File: src/rtl/pc_sequencer.sv
// Program-counter sequencer: next-PC selection, writeback data, and the misaligned-target trap.
// Each advance either retires an instruction or raises a trap that holds until trap_ack.
module pc_sequencer #(
   parameter int XLEN   = 64,
   parameter int PCW    = 32,
   parameter int NFLAGS = 8,
   parameter logic [PCW-1:0] RESET_VECTOR = '0,
   parameter logic [PCW-1:0] TRAP_VECTOR  = PCW'(32'h100),
   localparam int FW = (NFLAGS > 1) ? $clog2(NFLAGS) : 1
) (
   input  logic              clk,
   input  logic              rst_n,
   input  logic              advance,
   input  logic [NFLAGS-1:0] flags,
   input  logic [FW-1:0]     sel_flag,
   input  logic              branch,
   input  logic              jal,
   input  logic              jalr,
   input  logic              auipc,
   input  logic [PCW-1:0]    imm,
   input  logic [XLEN-1:0]   rs1,
   input  logic [XLEN-1:0]   alu_out,
   input  logic [XLEN-1:0]   mem_data,
   input  logic [1:0]        sel_rf,
   input  logic              trap_ack,
   output logic [PCW-1:0]    pc,
   output logic [XLEN-1:0]   rf_din,
   output logic              rf_we,
   output logic              redirect,
   output logic              trap,
   output logic [15:0]       taken_cnt,
   output logic              fsm_state
);

   typedef enum logic {RUN = 1'b0, TRAP = 1'b1} state_t;

   state_t          state, state_n;
   logic [PCW-1:0]  pc_n;
   logic [XLEN-1:0] rf_din_n;
   logic            rf_we_n;
   logic            redirect_n;
   logic [15:0]     cnt_n;

   logic            taken;
   logic            non_seq;
   logic [PCW-1:0]  jalr_sum;
   logic [PCW-1:0]  target;
   logic [XLEN-1:0] pc_x;
   logic [XLEN-1:0] imm_x;
   logic [XLEN-1:0] link_val;
   logic [XLEN-1:0] wb_val;
   logic            unused_rs1;

   assign unused_rs1 = ^rs1[XLEN-1:PCW];

   // An out-of-range flag index reads as "condition false".
   assign taken   = branch && (int'(sel_flag) < NFLAGS) && flags[sel_flag];
   assign non_seq = jal || jalr || taken;

   assign jalr_sum = rs1[PCW-1:0] + imm;
   assign pc_x     = XLEN'(signed'(pc));
   assign imm_x    = XLEN'(signed'(imm));

   always_comb begin
      target = pc + PCW'(4);
      if (jalr)
         target = jalr_sum & ~PCW'(1);
      else if (jal || taken)
         target = pc + imm;
   end

   always_comb begin
      link_val = pc_x + imm_x;
      if (jal || jalr)
         link_val = pc_x + XLEN'(4);
   end

   always_comb begin
      wb_val = alu_out;
      case (sel_rf)
         2'd1:    wb_val = mem_data;
         2'd3:    wb_val = link_val;
         default: wb_val = alu_out;
      endcase
   end

   // Handshake: advance is a one-cycle retire strobe accepted only in RUN;
   // trap_ack is accepted only in TRAP. Neither input is ever back-pressured.
   always_comb begin
      state_n    = state;
      pc_n       = pc;
      rf_din_n   = rf_din;
      rf_we_n    = 1'b0;
      redirect_n = 1'b0;
      cnt_n      = taken_cnt;
      case (state)
         RUN: begin
            if (advance) begin
               if (non_seq && (target[1:0] != 2'b00)) begin
                  state_n = TRAP;
               end else begin
                  pc_n     = target;
                  rf_din_n = wb_val;
                  rf_we_n  = 1'b1;
                  if (non_seq) begin
                     redirect_n = 1'b1;
                     cnt_n      = taken_cnt + 16'd1;
                  end
               end
            end
         end
         TRAP: begin
            if (trap_ack) begin
               state_n    = RUN;
               pc_n       = TRAP_VECTOR;
               redirect_n = 1'b1;
            end
         end
         default: state_n = RUN;
      endcase
   end

   always_ff @(posedge clk or negedge rst_n) begin
      if (!rst_n) begin
         state     <= RUN;
         pc        <= RESET_VECTOR;
         rf_din    <= '0;
         rf_we     <= 1'b0;
         redirect  <= 1'b0;
         taken_cnt <= '0;
      end else begin
         state     <= state_n;
         pc        <= pc_n;
         rf_din    <= rf_din_n;
         rf_we     <= rf_we_n;
         redirect  <= redirect_n;
         taken_cnt <= cnt_n;
      end
   end

   assign trap      = (state == TRAP);
   assign fsm_state = state;

endmodule

File: config.mk
export PLATFORM = sky130hd
export DESIGN_NAME = pc_sequencer
export DESIGN_NICKNAME = d
export VERILOG_FILES = /design/src/rtl/pc_sequencer.sv
export SDC_FILE = /design/constraint.sdc
export NUM_CORES = 1
export LEC_CHECK = 0
export BUFFER_PORTS_ARGS = -buffer_cell sky130_fd_sc_hd__buf_2
export CAP_MARGIN = 20
export CELL_PAD_IN_SITES_DETAIL_PLACEMENT = 0
export CELL_PAD_IN_SITES_GLOBAL_PLACEMENT = 1
export CORE_MARGIN = 2
export CORE_UTILIZATION = 33
export CTS_CLUSTER_SIZE = 25
export DETAILED_ROUTE_END_ITERATION = 7
export PLACE_DENSITY = 0.84
export SETUP_SLACK_MARGIN = 0.02
export SLEW_MARGIN = 20
export SYNTH_ARGS = -nofsm -noshare
export SYNTH_HDL_FRONTEND = slang
export SYNTH_SLANG_ARGS = --single-unit
export TNS_END_PERCENT = 1
File: constraint.sdc
create_clock -name clk -period 2.76 [get_ports clk]
set_input_delay 0.552 -clock clk [delete_from_list [all_inputs] [get_ports clk]]
set_output_delay 0.552 -clock clk [all_outputs]
set_load 0.02 [all_outputs]
==> Word level (Yosys, flattened, before mapping) <==
Cells that the tools add are included.
W data, S select, Z words.
{ "classes": {"muxes": 22, "eq_ne": 5, "n_addsub": 6, "bitwise": 2, "order_cmp": 1, "n_reduce_logical": 9} }
{ "op_table": {"columns": ["op", "count"], "rows": [
  ["$mux W32", 5],
  ["$pmux W64 S2", 1],
  ["$add A32 B32 Y32", 2],
  ["$mux W64", 1],
  ["$pmux W32 S2", 1],
  ["$add A32 B32 Y33", 1],
  ["$add A32 B4 Y33 const B", 1],
  ["$add A32 B3 Y32 const B", 1],
  ["$add A16 B1 Y16 const B", 1],
  ["$mux W1", 11],
  ["$ne A2 B2 Y1 const B", 3],
  ["$reduce_and A3 Y1", 2],
  ["$lt A3 B4 Y1 const B", 1],
  ["$pmux W1 S2", 2],
  ["$reduce_and A4 Y1", 1],
  ["$bmux W1 S3", 1],
  ["$logic_or A1 B1 Y1", 3],
  ["$eq A2 B1 Y1 const B", 1],
  ["$eq A2 B2 Y1 const B", 1],
  ["$logic_and A1 B1 Y1", 2],
  ["$not A1 Y1", 2],
  ["$reduce_bool A2 Y1", 1]
]} }
{ "totals": {"register_bits": 115, "out_inout_bits": 116, "in_bits": 245, "word_cells": 51} }

==> Longest topological paths before layout <==
Gate-level depths: netlist (run 1).
{ "depth": {"ltp_word": 11, "mapped_depth": 13, "ltp_nobuf": 12} }

==> Least setup slack after synthesis (run 1) <==
OpenSTA, ideal clock, no wires.
{ "synth_timing": {"path_kind": "input to register", "start": "input imm[0]", "end": "register rf_din[43]", "required_time_ns": 2.634, "path_slack_ns": -0.278, "n_path_buf": 1, "stages": 13, "arrival_time_ns": 2.912, "setup_time_ns": 0.126, "path_cell_list": "ha_1 -> inv_1 -> fa_1 -> nand2b_1 -> a21o_1 -> a21oi_1 -> a21oi_1 -> o221ai_1 -> a221o_1 -> a21oi_1 -> nor4_4 -> buf_2 -> a21oi_1"} }
{ "synth_between": {"elab_chain_cells": 7, "elab_cells_between_ends": 11, "cone_classes": "add/sub (3); mux (4); bitwise (1); reduce/logical (3)"} }
{ "synth_lines": {"columns": ["item", "line_no", "text"], "rows": [
  ["start: declaration", "20", "input logic [PCW-1:0] imm,"],
  ["$add A32 B32 Y32", "69", "target = pc + imm;"],
  ["$mux W32", "68", "else if (jal || taken)"],
  ["$mux W32", "66", "if (jalr)"],
  ["$reduce_bool A2 Y1", "99", "if (non_seq && (target[1:0] != 2'b00)) begin"],
  ["$logic_and A1 B1 Y1", "99", null],
  ["$not A1 Y1 (no line)", null, null],
  ["$reduce_and A3 Y1 (no line)", null, null],
  ["end signal: assignment", "134", "rf_din <= rf_din_n;"],
  ["end: declaration", "27", "output logic [XLEN-1:0] rf_din,"]
]} }
Several ways; a longest one is shown, not always the timed one.
A chain may end at the register's enable or synchronous reset.

==> Worst setup path after layout (run 1) <==
{ "layout_timing": {"start": "register pc[0]", "end": "register rf_din[14]"} }
{ "layout_between": {"elab_chain_cells": 7, "elab_cells_between_ends": 12, "cone_classes": "add/sub (4); mux (4); bitwise (1); reduce/logical (3)"} }
{ "layout_lines": {"columns": ["item", "line_no", "text"], "rows": [
  ["start: declaration", "26", "output logic [PCW-1:0] pc,"],
  ["start signal: assignment", "133", "pc <= pc_n;"],
  ["$add A32 B3 Y32 / $add A32 B32 Y32 (equally long branches)", "65, 69", null],
  ["$mux W32", "68", null],
  ["$mux W32", "66", null],
  ["$reduce_bool A2 Y1", "99", null],
  ["$logic_and A1 B1 Y1", "99", null],
  ["$not A1 Y1 (no line)", null, null],
  ["$reduce_and A3 Y1 (no line)", null, null]
]} }
Several ways; a longest one is shown, not always the timed one.

==> metrics.md, run 1 <==
| Metric | Value |
|---|---|
| Status | complete, but fails checks |
| Failing checks | setup timing |
| Leak Pwr | 7.15 nW |
| TritonRoute pass-1 iters | 5 |
| Antenna violations before repair | 4 |
| # DRC | 0 |
| Initial DRC Count | 917 |
| Total GRT Usage | 26.5% |
| Fin Setup TNS | -2.02 ns |
| Inst Count DP | 2092 |
| FF+latch area | 2880 sq um |
| M1 WL | 18500 microns |
| Average size of a mapped cell | 8.18 sq um |
| Startpoint class of the critical path | register |
| CP Buf/Inv Count | 5 |
| Critical Path, Cell by Cell | ha_4 -> inv_2 -> fa_2 -> nand2b_4 -> a21o_1 -> a21oi_4 -> buf_4 -> buf_4 -> a211o_1 -> buf_4 -> xnor2_2 -> o211ai_1 -> buf_4 -> o211ai_1 -> a21oi_1 |
| CP most frequent cell | buf_4 |
| Cell Area, Synth | 9760 sq um |
| Dominant cells by area after synthesis | dfrtp_1, ha_1, a21oi_1, o21ai_0, nand2_1 |
| Req. time, crit path | 3.11 ns |
| Routability cong. | 0.976 |
| Most used DFF post-synth | dfrtp_1 |
| Cell taking the most area after synthesis | dfrtp_1 |
| Area Overhead vs Synth | 51.1% |
| Synth unique cells | 81 |
| Worst Tran Pin Value | 0.740 ns |
| Area of the multi-input gates | 6890 sq um |
| Clock transition at path regs | 0.07 ns |
| ANT nets after route | 0 |
| Global route total overflow | 0 |
| Met3 routed WL | 3430 microns |
| Number of flops mapped to enable cells by yosys | 0 |
| WL/cell | 20.0 microns |
| Final wirelength | 42700 microns |
| Final Max Slew Viols | 0 |
| Crit Path Max Fanout | 3 |
| Final Instance Area | 14700 sq um |
| Seq cells post-synth | 115 |
| Power density cells | 955 nW/um^2 |
| Period utilization | 105% |
| CTS tree | done |
| Starting Density | 33.7% |
| Syn nets | 1503 |
| Num CTS Buffers | 17 |
| Max H-tree Level | 4 |
| Max Cap Viol | 0 |
| Vias in the first global route | 10800 |
| VDD IR max | 0.526 mV |
| Core ar. | 28900 sq um |
| Fillers | 2842 |
| Vias per inst | 5.34 |
| Placed cell area | 13600 sq um |
| Layout cells sized above 1 | 41.1% |
| Clock Sink Count | 115 |
| # port buffers | 327 |
| Clock skew | 0.0131 ns |
| CP Capture Type | register |
| Die width | 176 microns |
| Place WS | -0.765 ns |
| Yosys top cell area share | 29.5% |
| Crit path max-delay family | compound AO/OA/AOI/OAI gates |
| Hold Path Class | input pin to asynchronous set/reset pin |
| Rows | 62 |
| RSZ-0062 raised after global routing | yes |
| Final hold vios | 0 |
| Crit Path Class | register to register |
| Clock root buffer master | clkbuf_16 |
| Largest stage delay, worst path | 0.42 ns |
| Io pins | 361 |
| WHS | 0.167 ns |
| Met2 WL | 19800 microns |
| Non-Filler Instances | 2138 |
| Setup violators final | 35 |
| Worst-Skew Late Latency | 0.43 ns |
| Relative slew slack | 50.7% |
| Layout Nets | 2048 |
| DP Wirelength | 33500 microns |
| First-pass GRT wire length | 62600 microns |
| Via Count | 11400 |
| Uppermost layer routed | met5 |
| Fmax | 343 MHz |
| Synth cell count leaders | a21oi_1, nand2_1, dfrtp_1 |
| WP data arrival | 3.26 ns |
| Post-synth ARST share | 100% |
| Sequential share of the synthesized area | 29.5% |
| Min setup slack post-route | -0.151 ns |
| Most frequent cell after synthesis | a21oi_1 |
| Largest net degree at the start of global routing | 56 |
| Tmin final | 2.91 ns |
| Die H | 176 microns |
| Clock Path Buffers | 2 |
| Warnings from Yosys | 0 |
| Cells after Synth | 1192 |
| Die ar. | 31000 sq um |
| CP max-delay cell | dfrtp_2 |
## routing by layer
metal | vias up | track usage, %
met3 | 51 | 5.40
met4 | 2 | 7.75
met5 | - | 0
met1 | 5372 | 35.6
met2 | 491 | 43.0
li1 | 5492 | -
## sequential cells by signal, summed over array words and instances, names as in the netlist
register and flops:
taken_cnt 16, fsm_state 1, rf_we 1, pc 32, redirect 1, rf_din 64
## layout by cell type, fill, tap and decap left out, types with 6 or more instances in the layout
cell type,n
a22o_1,11
and4_1,9
xnor2_1,45
o221ai_1,8
ha_1,55
buf_4,254
mux2i_1,14
and2_1,7
o211ai_1,20
xor2_2,7
nor3_1,9
nand3_1,33
a221oi_1,17
nand2b_1,7
ha_4,8
a21oi_2,19
xor2_1,43
o21ai_0,90
clkbuf_16,17
a31oi_1,14
o21ai_1,15
nand4_1,18
buf_2,326
a21o_1,38
nor2_1,102
a21oi_1,98
o21a_1,13
a211o_1,6
o21bai_1,6
inv_1,37
dfrtp_1,114
and3_1,12
buf_12,6
a22oi_1,28
nand2_1,117
## cell type report
type	instances	share of cell area, %
clock buffer	17	2.89
multi-input combinational	974	46.7
clock inverter	15	1.17
tap	384	3.26
inverter	39	0.993
sequential	115	19.5
antenna	4	0.0679
timing repair buffer	590	25.4
## stage by stage
step           total power [W]  utilization (%)
6_report                0.0141             50.9
2_1_floorplan          0.00720                -
5_1_grt                 0.0149             50.9
3_5_place_dp            0.0110             47.0
3_3_place_gp            0.0109             47.0
4_1_cts                 0.0136             50.0
## worst paths after layout
check / start / end / slack (ns) / cells past startpoint
worst max-delay path: pc[0] / rf_din[14] / -0.15 / 15
worst min-delay path: rst_n / taken_cnt[6] / 0.17 / 1
worst max register to register: pc[0] / rf_din[14] / -0.15 / 15
worst min register to register: rf_din[12] / rf_din[12] / 0.47 / 1
max in group asynchronous: rst_n / rf_din[31] / 1.83 / 2
min in group clk: advance / fsm_state / 0.40 / 3
## repair_timing
action	in CTS	in global routing
setup buffers	6	1
hold buffers	0	0
resized for setup	35	56
endpoints found under the hold margin	0	0
setup endpoints to repair	67	71
cloned	3	0
pin swaps	20	17
## worst reg2reg max path: cells and delay by family, from the launching register on
kind | cells | cell delay [ns]
simple gates | 1 | 0.13
flops | 1 | 0.42
xor+xnor | 1 | 0.15
compound gates | 6 | 1.09
buf+inv | 5 | 0.68
fa+ha+maj | 2 | 0.37
## cells by family (layout without fill, tap and decap cells)
family	after synthesis	count (layout)	synth area share [%]
simple gates	351	351	17.1
buf+inv	103	661	4.33
fa+ha+maj	66	66	8.62
compound gates	442	442	29.6
xor+xnor	97	97	8.71
mux	18	18	2.13
other cells	0	4	0
flops	115	115	29.5
## power breakdown
group	switching (W)	internal, W	leakage (nW)	total (W)
Sequential	0.000509	0.00236	1.38	0.00287
Combinational	0.00506	0.00382	5.48	0.00888
Clock	0.000968	0.00136	0.294	0.00233
No activity file was read; power rests on OpenSTA's default activity.
==> run 2, diff against run 1 <==
Settings changed: BUFFER_PORTS_ARGS -buffer_cell sky130_fd_sc_hd__buf_2 to unset, CORE_UTILIZATION 33 to 42, DONT_BUFFER_PORTS set to 1, PLACE_DENSITY 0.84 to 0.83.
==> metrics.md, run 2 (synthesized netlist as in run 1, its figures left out) <==
| Metric | Value |
|---|---|
| Min setup slack post-route | -0.144 ns (+0.00732 ns) |
| First-pass GRT wire length | 55300 microns (-12%) |
| WL/cell | 22.8 microns (+14%) |
| Layout Nets | 1656 (-19%) |
| Io pins | 361 (unchanged) |
| ANT nets after route | 0 (unchanged) |
| Routability cong. | 0.927 (-5.0%) |
| WHS | -0.173 ns (-0.341 ns) |
| Final wirelength | 37500 microns (-12%) |
| DP Wirelength | 28500 microns (-15%) |
| Setup violators final | 41 (+17%) |
| Rows | 55 (-11%) |
| Vias in the first global route | 9548 (-12%) |
| Max FFs per register | 64 (unchanged) |
| Worst-Skew Late Latency | 0.42 ns (about the same) |
| Biggest register | rf_din |
| Fillers | 2082 (-27%) |
| Vias per inst | 6.11 (+14%) |
| Global route total overflow | 0 (unchanged) |
| Clock transition at path regs | 0.06 ns (about the same) |
| Hold Path Class | input pin to asynchronous set/reset pin |
| Max H-tree Level | 4 (unchanged) |
| Largest net degree at the start of global routing | 116 (+110%) |
| Period utilization | 105% (-0.27 points) |
| Placed cell area | 11300 sq um (-17%) |
| CP Capture Type | register |
| Most frequent cells in the layout | buf_4, nand2_1, dfrtp_1 |
| Final hold vios | 115 (+115) |
| Leading registers by flop count | rf_din x64, pc x32, taken_cnt x16 |
| Area Overhead vs Synth | 27.4% |
| Crit Path Class | register to register |
| Initial DRC Count | 738 (-20%) |
| Startpoint class of the critical path | register |
| Met2 WL | 17000 microns (-14%) |
| Final Instance Area | 12400 sq um (-16%) |
| Total GRT Usage | 29.7% (+3.2 points) |
| Die width | 156 microns (-11%) |
| Fin util | 54.7% (+3.8 points) |
| Worst Tran Pin Value | 0.753 ns (+0.0129 ns) |
| Starting Density | 43.0% (+9.2 points) |
| # DRC | 0 (unchanged) |
| Tmin final | 2.90 ns (-0.00732 ns) |
| Crit Path Max Fanout | 3 (unchanged) |
| Commonest non-fill, non-tap cell in the layout | buf_4 |
| Failing checks | hold timing, setup timing |
| Uppermost layer routed | met4 |
| Clock skew | 0.0102 ns (-0.00285 ns) |
| Max Cap Viol | 0 (unchanged) |
| Via Count | 10000 (-12%) |
| Clock root buffer master | clkbuf_16 |
| Power density cells | 1050 nW/um^2 (+10%) |
| Die H | 156 microns (-11%) |
| TritonRoute pass-1 iters | 7 (+2) |
| Met3 routed WL | 3780 microns (+10%) |
| Clock Path Buffers | 2 (unchanged) |
| Layout cells sized above 1 | 23.4% (-18 points) |
| Die ar. | 24500 sq um (-21%) |
| Place WS | -0.536 ns (+0.230 ns) |
| RSZ-0062 raised after global routing | yes |
| WP data arrival | 3.22 ns (-0.04 ns) |
| Final Max Slew Viols | 0 (unchanged) |
| Leak Pwr | 5.49 nW (-23%) |
| Fmax | 344 MHz (+0.25%) |
| Core ar. | 22700 sq um (-22%) |
| # port buffers | 0 (-100%) |
| VDD IR max | 0.390 mV (-26%) |
| M1 WL | 15600 microns (-16%) |
| Status | complete, but fails checks |
| Req. time, crit path | 3.08 ns (-0.03 ns) |
| Antenna violations before repair | 3 (-1) |
| Num CTS Buffers | 17 (unchanged) |
| Relative slew slack | 49.8% (-0.86 points) |
| CTS tree | done |
| Clock Sink Count | 115 (unchanged) |
## run 2: layout make-up
| cell class | count | area, sq um | area share (%) |
|---|---|---|---|
| diodes | 3 | 7.51 | 0.0604 |
| clock buffers | 19 | 443 | 3.56 |
| clock inverters | 12 | 180 | 1.45 |
| inverters | 39 | 146 | 1.18 |
| multi-input cells | 974 | 6830 | 55.0 |
| flip-flops and latches | 115 | 2880 | 23.2 |
| well taps | 285 | 357 | 2.87 |
| repair buffers | 198 | 1590 | 12.8 |
## run 2: stage by stage
stage / cells / total power, W / hold slack (ns) / setup TNS [ns]
finish: 1645 / 0.0131 / -0.173 / -2.74
global route: 1645 / 0.0138 / -0.203 / -6.87
CTS: 1641 / 0.0127 / -0.189 / -1.21
detailed placement: 1600 / 0.00994 / 0.258 / -25.21
global placement: 1600 / 0.00986 / 0.259 / -23.73
floorplan: 1192 / 0.00720 / 0.256 / -4.14
## run 2: path summary, 6_finish.rpt
check	start	end	slack, ns	cells after the start
setup / recovery	pc[0]	pc[30]	-0.14	14
hold / removal	rst_n	taken_cnt[9]	-0.17	0
setup reg to reg	pc[0]	pc[30]	-0.14	14
hold reg to reg	taken_cnt[15]	taken_cnt[15]	0.62	1
max in group asynchronous	rst_n	pc[26]	2.78	0
min in group clk	trap_ack	fsm_state	0.23	1
## run 2: critical path, cell delays in order (launching register included)
cell and delay (ns):
dfrtp_2 0.40, ha_4 0.15, inv_2 0.04, fa_2 0.35, nand2b_4 0.15, a21o_1 0.19, a21oi_4 0.20, a21oi_2 0.10
o221ai_2 0.21, a221o_1 0.24, buf_4 0.12, buf_4 0.11, xor2_2 0.16, nor2_1 0.08, o41ai_2 0.31
## run 2: report_power, final
group	leakage, nW	switching, W	total, W	internal (W)
logic	3.83	0.00397	0.00712	0.00315
clock network	0.288	0.000869	0.00240	0.00153
registers	1.38	0.00119	0.00354	0.00235
total	5.49	0.00603	0.0131	0.00703
## run 2: what timing repair did
item / CTS / global route
buffers inserted: 7 / 1
setup endpoints to repair: 63 / 70
cloned: 3 / 0
pin swaps: 21 / 8
resized for setup: 45 / 33
endpoints found under the hold margin: 115 / 115
## run 2: layer usage
metal | vias up | global-route usage, %
met5 | - | 0
met3 | 61 | 8.14
met2 | 505 | 46.7
met4 | 0 | 11.1
li1 | 4734 | -
met1 | 4743 | 39.0
==> run 3, diff against run 2 <==
Settings changed: CORE_UTILIZATION 42 to 47, PLACE_DENSITY 0.83 to 0.88.
Clock period 2.76 ns to 3.08 ns, I/O delays scaled along.
==> metrics.md, run 3 (synthesized netlist as in run 1, its figures left out) <==
| Metric | Value |
|---|---|
| Status | complete, but fails checks |
| Failing checks | hold timing |
| Clock Path Buffers | 2 (unchanged) |
| Biggest register | rf_din |
| Clock transition at path regs | 0.06 ns (about the same) |
| Initial DRC Count | 785 (+6.4%) |
| Crit Path Class | register to register |
| Via Count | 9801 (-2.4%) |
| Min setup slack post-route | 0.116 ns (+0.260 ns) |
| Startpoint class of the critical path | register |
| Clock skew | 0.0120 ns (+0.00173 ns) |
| Die H | 148 microns (-5.3%) |
| Layout Nets | 1590 (-4.0%) |
| Final wirelength | 36000 microns (-4.0%) |
| Grt met2 use | 50.6% (+3.9 points) |
| Fin Setup TNS | 0 ns (+2.74 ns) |
| Relative slew slack | 27.7% (-22 points) |
| Num CTS Buffers | 17 (unchanged) |
| Largest stage delay, worst path | 0.37 ns (-0.03 ns) |
| VDD IR max | 0.379 mV (-2.9%) |
| Vias per inst | 6.26 (+2.5%) |
| GR met3 Demand/Resource | 8.04% (-0.10 points) |
| First-pass GRT wire length | 53400 microns (-3.5%) |
| Setup violators final | 0 (-100%) |
| RSZ-0062 raised after global routing | yes |
| Largest net degree at the start of global routing | 116 (unchanged) |
| Top Usage Layer GRT | met2 |
| Max FFs per register | 64 (unchanged) |
| CP most frequent cell | a21oi_2 |
| Rows | 52 (-5.5%) |
| Global route total overflow | 0 (unchanged) |
| Comb power frac | 50.1% (-4.4 points) |
| Area Overhead vs Synth | 19.1% |
| Die ar. | 21900 sq um (-10%) |
| Io pins | 361 (unchanged) |
| Layout cells sized above 1 | 16.3% (-7.0 points) |
| Worst Tran Pin Value | 1.08 ns (+0.330 ns) |
| ANT nets after route | 0 (unchanged) |
| Total GRT Usage | 31.8% (+2.1 points) |
| Max H-tree Level | 4 (unchanged) |
| Max Cap Viol | 0 (unchanged) |
| Leak Pwr | 5.13 nW (-6.6%) |
| Period utilization | 96.2% (-9.0 points) |
| Antenna violations before repair | 6 (+3) |
| Tmin final | 2.96 ns (+0.0597 ns) |
| WL/cell | 23.0 microns (+0.85%) |
| Power density cells | 927 nW/um^2 (-12%) |
| Clock power share | 19.7% (+1.3 points) |
| Commonest non-fill, non-tap cell in the layout | buf_4 |
| P_sw | 0.00509 W (-16%) |
| Most frequent cells in the layout | buf_4, nand2_1, dfrtp_1 |
| Fmax | 337 MHz (-2.0%) |
| # DRC | 0 (unchanged) |
| Place WS | -0.323 ns (+0.212 ns) |
| Die width | 148 microns (-5.3%) |
| CTS tree | done |
| # port buffers | 0 (unchanged) |
| Final Instance Area | 11600 sq um (-6.6%) |
| Seq pwr share | 30.2% (+3.1 points) |
| CP Capture Type | register |
| Worst-Skew Late Latency | 0.42 ns (about the same) |
| Crit path max-delay family | compound AO/OA/AOI/OAI gates |
| WP data arrival | 3.27 ns (+0.05 ns) |
| CP Buf/Inv Count | 3 (unchanged) |
| Hold Path Class | input pin to asynchronous set/reset pin |
| TritonRoute pass-1 iters | 5 (-2) |
| WHS | -0.116 ns (+0.0571 ns) |
| Clock Sink Count | 115 (unchanged) |
| GR Util met1 | 41.9% (+2.9 points) |
| Vias in the first global route | 9264 (-3.0%) |
| Clock root buffer master | clkbuf_16 |
| Routability cong. | 0.904 (-2.4%) |
| Int Power | 0.00567 W (-19%) |
| Crit Path Max Fanout | 16 (+13) |
| Starting Density | 48.1% (+5.1 points) |
| Leading registers by flop count | rf_din x64, pc x32, taken_cnt x16 |
| CP max-delay cell | dfrtp_1 |
| Core ar. | 20300 sq um (-11%) |
| DP Wirelength | 27400 microns (-3.9%) |
| Critical Path, Cell by Cell | ha_2 -> inv_1 -> fa_2 -> nand2b_4 -> a21o_1 -> a21oi_4 -> a21oi_2 -> o221ai_2 -> a221o_1 -> a21oi_2 -> nor4_4 -> buf_4 -> clkbuf_16 -> a21oi_1 |
| Sw Share | 47.3% (+1.1 points) |
| Final Max Slew Viols | 0 (unchanged) |
| Req. time, crit path | 3.38 ns (+0.30 ns) |
| Fin util | 57.2% (+2.5 points) |
| Final hold vios | 115 (unchanged) |
| Placed cell area | 10800 sq um (-4.4%) |
==> run 3: changes by cell type in the layout (fill, tap and decap cells not counted), moves of 6 or more <==
cell,before,now
o21ai_1,10,2
a21oi_1,99,114
buf_4,190,128
a21oi_2,19,4
o21ai_0,95,106
ha_4,6,0
==> run 3: routing by layer <==
metal,vias up,part of all wire [%]
met1,4636,41
met3,72,9.4
met5,-,0.072
met4,4,3.6
met2,485,46
li1,4604,-
==> run 3: final timing paths <==
check	start	to	slack, ns	depth (start not counted)
hold / removal	rst_n	rf_din[50]	-0.12	0
min in group clk	trap_ack	fsm_state	0.29	1
setup reg to reg	pc[0]	rf_din[53]	0.12	14
max in group asynchronous	rst_n	rf_din[25]	3.03	0
hold reg to reg	rf_din[5]	rf_din[5]	0.62	2
setup / recovery	pc[0]	rf_din[53]	0.12	14
==> run 3: repair_timing <==
| item | in CTS | in global routing |
|---|---|---|
| gates resized for setup | 3 | 22 |
| cloned | 0 | 1 |
| endpoints found under the hold margin | 115 | 115 |
| setup endpoints to repair | 2 | 47 |
| setup buffers | 0 | 3 |
| pin swaps | 0 | 10 |
==> run 3: cell type report <==
class	instances	area [sq um]
Inverter	39	146
Fill cell	1859	8680
Tap cell	270	338
Antenna cell	4	10.0
Sequential cell	115	2880
Timing Repair Buffer	132	1050
Clock buffer	17	425
Multi-Input combinational cell	974	6570
Clock inverter	15	198
==> run 3: metrics by stage <==
step,total power [W],cells
finish,0.0108,1566
global route,0.0114,1566
CTS,0.0106,1558
detailed placement,0.00839,1526
global placement,0.00832,1526
floorplan,0.00644,1192
==> run 3: power groups by stage <==
| stage | Clock, W | Sequential (W) | Combinational [W] |
|---|---|---|---|
| after global routing | 0.00221 | 0.00331 | 0.00588 |
| after global placement | 0 | 0.00326 | 0.00506 |
| after detailed placement | 0 | 0.00328 | 0.00511 |
| after floorplan | 0 | 0.00339 | 0.00305 |
| after CTS | 0.00213 | 0.00326 | 0.00516 |
| final | 0.00212 | 0.00325 | 0.00539 |
